$ cat src/rtl/combinatorics_pkg.sv
// combinatorics_pkg: operation and FSM state encodings for combinatorics_seq
package combinatorics_pkg;
  typedef enum logic [1:0] {OP_FACT, OP_NPR, OP_NCR, OP_RSVD} op_t;
  typedef enum logic [1:0] {S_IDLE, S_CHECK, S_ITER, S_DONE} state_t;
endpackage

$ cat src/rtl/comb_step_dp.sv
// comb_step_dp: one multiply / exact-divide / overflow-compare step
module comb_step_dp #(
  parameter int WIDTH   = 32,
  parameter int N_WIDTH = 8
) (
  input  logic [WIDTH-1:0]   acc,
  input  logic [N_WIDTH-1:0] factor,
  input  logic [N_WIDTH-1:0] divisor,
  output logic [WIDTH-1:0]   value,
  output logic               ovf
);
  logic [WIDTH+N_WIDTH-1:0] prod;
  logic [WIDTH+N_WIDTH-1:0] quot;
  logic [N_WIDTH-1:0]       dv;
  always_comb begin
    dv    = (divisor == '0) ? N_WIDTH'(1) : divisor;
    prod  = {{N_WIDTH{1'b0}}, acc} * {{WIDTH{1'b0}}, factor};
    quot  = prod / {{WIDTH{1'b0}}, dv};
    ovf   = |quot[WIDTH+N_WIDTH-1:WIDTH];
    value = ovf ? '1 : quot[WIDTH-1:0];
  end
endmodule

$ cat src/rtl/combinatorics_seq.sv
// combinatorics_seq: sequential factorial / nPr / nCr engine, one step per cycle
module combinatorics_seq
  import combinatorics_pkg::*;
#(
  parameter int WIDTH   = 32,
  parameter int N_WIDTH = 8
) (
  input  logic               clk,
  input  logic               rst,
  input  logic               start,
  input  logic [1:0]         op,
  input  logic [N_WIDTH-1:0] n,
  input  logic [N_WIDTH-1:0] r,
  output logic               busy,
  output logic               done,
  output logic [WIDTH-1:0]   result,
  output logic               err,
  output logic               ovf
);
  state_t             state, state_n;
  op_t                op_q;
  logic [N_WIDTH-1:0] n_q, r_q, k_q, j;
  logic [N_WIDTH-1:0] nmr, iters, factor, divisor;
  logic [WIDTH-1:0]   acc, value;
  logic               invalid, step_ovf, last;

  comb_step_dp #(.WIDTH(WIDTH), .N_WIDTH(N_WIDTH)) u_dp (
    .acc(acc), .factor(factor), .divisor(divisor), .value(value), .ovf(step_ovf)
  );

  // nPr and nCr share the factor sequence n-k+1..n; only nCr divides by j
  always_comb begin
    nmr     = n_q - r_q;
    invalid = (op_q == OP_RSVD) || (op_q != OP_FACT && r_q > n_q);
    iters   = op_q == OP_FACT ? (n_q > N_WIDTH'(1) ? n_q - N_WIDTH'(1) : '0) :
              op_q == OP_NPR  ? r_q : (r_q < nmr ? r_q : nmr);
    factor  = op_q == OP_FACT ? j + N_WIDTH'(1) : n_q - k_q + j;
    divisor = op_q == OP_NCR ? j : N_WIDTH'(1);
    last    = j == k_q;
    state_n = state == S_IDLE  ? (start ? S_CHECK : S_IDLE) :
              state == S_CHECK ? ((invalid || iters == '0) ? S_DONE : S_ITER) :
              state == S_ITER  ? ((step_ovf || last) ? S_DONE : S_ITER) : S_IDLE;
    busy    = state != S_IDLE;
    done    = state == S_DONE;
  end

  always_ff @(posedge clk) begin
    if (rst) begin
      state  <= S_IDLE;
      op_q   <= OP_FACT;
      n_q    <= '0;
      r_q    <= '0;
      k_q    <= '0;
      j      <= '0;
      acc    <= '0;
      result <= '0;
      err    <= 1'b0;
      ovf    <= 1'b0;
    end else begin
      state <= state_n;
      if (state == S_IDLE && start) begin
        op_q   <= op_t'(op);
        n_q    <= n;
        r_q    <= r;
        result <= '0;
        err    <= 1'b0;
        ovf    <= 1'b0;
      end
      if (state == S_CHECK) begin
        acc <= WIDTH'(1);
        j   <= N_WIDTH'(1);
        k_q <= invalid ? '0 : iters;
        if (state_n == S_DONE) begin
          err    <= invalid;
          result <= invalid ? '0 : WIDTH'(1);
        end
      end
      if (state == S_ITER) begin
        acc <= value;
        j   <= j + N_WIDTH'(1);
        if (state_n == S_DONE) begin
          result <= value;
          ovf    <= step_ovf;
        end
      end
    end
  end
endmodule

$ cat config.mk
export PLATFORM = sky130hd
export DESIGN_NAME = combinatorics_seq
export DESIGN_NICKNAME = d
export VERILOG_FILES = /design/src/rtl/combinatorics_pkg.sv /design/src/rtl/comb_step_dp.sv /design/src/rtl/combinatorics_seq.sv
export SDC_FILE = /design/constraint.sdc
export NUM_CORES = 2
export LEC_CHECK = 0
export BUFFER_PORTS_ARGS = -buffer_cell sky130_fd_sc_hd__buf_2
export CORE_MARGIN = 4
export CORE_UTILIZATION = 50
export CTS_BUF_LIST = sky130_fd_sc_hd__clkbuf_16
export DETAILED_ROUTE_END_ITERATION = 12
export HOLD_SLACK_MARGIN = 0.15
export PLACE_DENSITY = 0.73
export SETUP_SLACK_MARGIN = 0.2
export SYNTH_ARGS = -nofsm -noshare
export SYNTH_HDL_FRONTEND = slang
export SYNTH_SLANG_ARGS = --single-unit
$ cat constraint.sdc
create_clock -name clk -period 154.1 [get_ports clk]
set_input_delay 30.82 -clock clk [delete_from_list [all_inputs] [get_ports clk]]
set_output_delay 30.82 -clock clk [all_outputs]
set_load 0.05 [all_outputs]
==> run summary <==
number of flip-flops and latches in the synthesized netlist -> 102
Pins Over Slew Limit -> 0
final weighted congestion in routability-driven placement -> 0.979
sequential element share of the synthesized area -> 4.81%
placed wire-length estimate after detailed placement -> 102000 um
DR vias -> 43500
worst setup path end -> result[0]$_SDFF_PP0_
GRT Residual Overflow -> 0
wire length per cell after detailed routing -> 18.5 um
first-pass GRT wire length -> 209000 um
highest net fanout along the worst path -> 32
most used flip-flop cell after synthesis -> sky130_fd_sc_hd__dfxtp_1
area delta synth->final -> 2.59%
post-CTS setup buffer count -> 0
maximum cell stage delay along the critical path -> 0.98 ns
kind of critical path -> flop to flop
sort of element at the end of the critical path -> flop
Root Buffer -> sky130_fd_sc_hd__clkbuf_16
max-cap check violation count -> 0
most common library cell in the layout ignoring fill and taps -> sky130_fd_sc_hd__nor2_1
total of hold buffers inserted after clock tree synthesis -> 0
standard-cell rows -> 106
height of the chip -> 300 um
post-synthesis net count -> 6469
core box area -> 84000 um^2
Setup Total Neg Slack -> 0 ns
count of instances resized after the clock tree is built -> 0
final instance count without filler cells -> 6911
timing-limited maximum frequency -> 0.00741 GHz
vias per cell -> 6.29
Port Buffers -> 56
cell count after synthesis -> 5876
number of buffers created by CTS -> 9
post-route minimum period -> 135.03 ns
number of search-and-repair iterations in the first detailed-routing pass -> 6
warning count from the yosys run -> 0
largest net degree at the start of global routing -> 77
share of flip-flops with an asynchronous set or reset after synthesis -> 0%
nets -> 6365
number of distinct library cells after synthesis -> 166
clk sinks -> 102
clock-pin slew on the worst setup and hold paths -> 0.09 ns
Total GRT Usage -> 27.4%
crit path DAT -> 135.29 ns
via count of the first global-routing pass -> 40300
status -> finished, final reports clean
type of element launching the critical path -> flop
cell taking the most area after synthesis -> sky130_fd_sc_hd__ha_1
CP max stage cell -> sky130_fd_sc_hd__nor3_2
period utilisation layout -> 87.6%
r2r worst-path depth -> 587
fraction of final layout cells sized beyond drive strength 1 -> 8.26%
Hold Violations, Final -> 0
antenna cells -> 0
Critical R2R Capture -> result[0]$_SDFF_PP0_
setup slack on the worst flop-to-flop path -> 19.07 ns
placed instance count -> 6895
buffers plus inverters on the worst setup path -> 41
top cell family by delay on the critical path -> compound AO/OA/AOI/OAI gates
Layout Utilization -> 51.9%
actual slew at the worst max-slew pin -> 1.16 ns
final wirelength -> 128000 um
Reg2Reg Launch Point -> j[1]$_SDFFE_PP0P_
x dimension of the die -> 300 um
DRT antenna net count -> 0
EDFF count, synth -> 0
leading cell types in the layout, fill and taps excluded -> sky130_fd_sc_hd__nor2_1, sky130_fd_sc_hd__nand2_1, sky130_fd_sc_hd__a21oi_1, sky130_fd_sc_hd__ha_1, sky130_fd_sc_hd__inv_1
clock latency at the later pin of the worst-skew pair -> 0.41 ns
top-level I/O count -> 57
required time of the critical path -> 154.36 ns
Worst Hold Class -> flop to flop
detailed-route DRC error count -> 0
cell count along the critical path -> 587
maximum clock insertion buffer count -> 2
Avg Cell Area, Syn -> 7.23 um^2
Starting DRT DRC Count -> 3495
area share of the largest cell type after synthesis -> 11.3%
die footprint -> 89700 um^2
total setup violations reported at the end of the flow -> 0
initial standard-cell utilization of the core -> 50.6%
Slew headroom -> 21.7%
Final Skew -> 0.0200 ns
Most common cell on crit path -> sky130_fd_sc_hd__o21a_1
clock tree from TritonCTS -> done
setup repair after global routing missed its margin -> false
start point of the critical path -> j[1]$_SDFFE_PP0P_
cell area after technology mapping -> 42500 um^2
leading post-synthesis cells by cell area -> sky130_fd_sc_hd__ha_1, sky130_fd_sc_hd__fa_1, sky130_fd_sc_hd__nor2_1
depth of the CTS H-tree -> 3
number of antenna violations at the first check in global routing -> 1
## Yosys cell counts, types with 23 or more instances
| master | number |
|---|---|
| sky130_fd_sc_hd__mux2i_1 | 44 |
| sky130_fd_sc_hd__a211oi_1 | 39 |
| sky130_fd_sc_hd__dfxtp_1 | 102 |
| sky130_fd_sc_hd__a21oi_1 | 407 |
| sky130_fd_sc_hd__and3_1 | 56 |
| sky130_fd_sc_hd__o22ai_1 | 23 |
| sky130_fd_sc_hd__xnor2_1 | 234 |
| sky130_fd_sc_hd__xor2_1 | 133 |
| sky130_fd_sc_hd__o21a_1 | 199 |
| sky130_fd_sc_hd__o21bai_1 | 28 |
| sky130_fd_sc_hd__nor4_1 | 59 |
| sky130_fd_sc_hd__o21ai_0 | 237 |
| sky130_fd_sc_hd__and2_1 | 199 |
| sky130_fd_sc_hd__a31oi_1 | 52 |
| sky130_fd_sc_hd__o211ai_1 | 32 |
| sky130_fd_sc_hd__o21ai_1 | 44 |
| sky130_fd_sc_hd__nand3_1 | 130 |
| sky130_fd_sc_hd__or4_1 | 38 |
| sky130_fd_sc_hd__inv_1 | 360 |
| sky130_fd_sc_hd__or3_1 | 77 |
| sky130_fd_sc_hd__or2_2 | 57 |
| sky130_fd_sc_hd__fa_1 | 188 |
| sky130_fd_sc_hd__ha_1 | 384 |
| sky130_fd_sc_hd__a21o_1 | 70 |
| sky130_fd_sc_hd__clkbuf_1 | 99 |
| sky130_fd_sc_hd__nand2_1 | 547 |
| sky130_fd_sc_hd__nor3_1 | 303 |
| sky130_fd_sc_hd__nand4_1 | 73 |
| sky130_fd_sc_hd__o31ai_1 | 86 |
| sky130_fd_sc_hd__nor2_1 | 561 |
| sky130_fd_sc_hd__nand2b_1 | 63 |
| sky130_fd_sc_hd__buf_4 | 46 |
| sky130_fd_sc_hd__mux2_2 | 63 |
| sky130_fd_sc_hd__nor2b_1 | 113 |
## tightest hold or removal path, cell delays in order (launching register included)
cell                      delay [ns]
sky130_fd_sc_hd__dfxtp_1        0.33
sky130_fd_sc_hd__nand2_1        0.04
sky130_fd_sc_hd__o21ai_0        0.05
## registers in the layout, indices dropped and copies added, names as in the netlist
register,flops
state,2
op_q,2
r_q,8
ovf,1
acc,32
result,32
err,1
n_q,8
j,8
k_q,8
## kinds of logic (layout without fill, tap and decap cells)
family,after synthesis,count (layout),synth area share [%]
AOI/OAI and AO/OA,1613,1613,26.6
xor gates and xnor gates,371,371,7.72
adders and majority gates,576,576,20.3
buffers and inverters,559,460,5.94
DFF,102,102,4.81
muxes,118,118,3.02
and+or+nand+nor,2537,2537,31.7
## through the flow
| stage | hold slack [ns] | setup slack, ns | area, um^2 |
|---|---|---|---|
| 6_report | 0.455 | 19.07 | 43600 |
| 4_1_cts | 0.454 | 20.38 | 43600 |
| 2_1_floorplan | 0.454 | 36.77 | 42500 |
| 5_1_grt | 0.496 | 6.41 | 43600 |
| 3_3_place_gp | 0.430 | 25.62 | 43300 |
| 3_5_place_dp | 0.435 | 20.76 | 43300 |
## per-layer routing
layer / vias to the layer above / part of all wire (%) / track usage [%]
met5: - / 0 / 0
met4: 0 / 2.5 / 6.88
met3: 199 / 7.0 / 3.86
met2: 1542 / 44 / 44.1
met1: 20500 / 46 / 38.5
li1: 21200 / - / -
## cell type report
class                      count  area (um^2)
clock buffer                   9          225
clock inverter                 7         66.3
fill                        8368        40400
inverter                     362         1360
multi-input combinational   5215        38000
sequential                   102         2040
tap                         1134         1420
timing repair buffer          82          475
## how the worst min path moves through the flow
| stage | start | to | cells past startpoint |
|---|---|---|---|
| after floorplan | n_q[4]$_SDFFE_PP0P_ | n_q[4]$_SDFFE_PP0P_ | 2 |
| after global placement | result[27]$_SDFF_PP0_ | result[27]$_SDFF_PP0_ | 2 |
| after detailed placement | result[25]$_SDFF_PP0_ | result[25]$_SDFF_PP0_ | 1 |
| after CTS | result[25]$_SDFF_PP0_ | result[25]$_SDFF_PP0_ | 1 |
| after global routing | result[5]$_SDFF_PP0_ | result[5]$_SDFF_PP0_ | 2 |
| final | result[24]$_SDFF_PP0_ | result[24]$_SDFF_PP0_ | 2 |
Power is left out: the tool's default activity adds up to more than one toggle a clock period on the data nets, which glitch-free logic cannot reach.
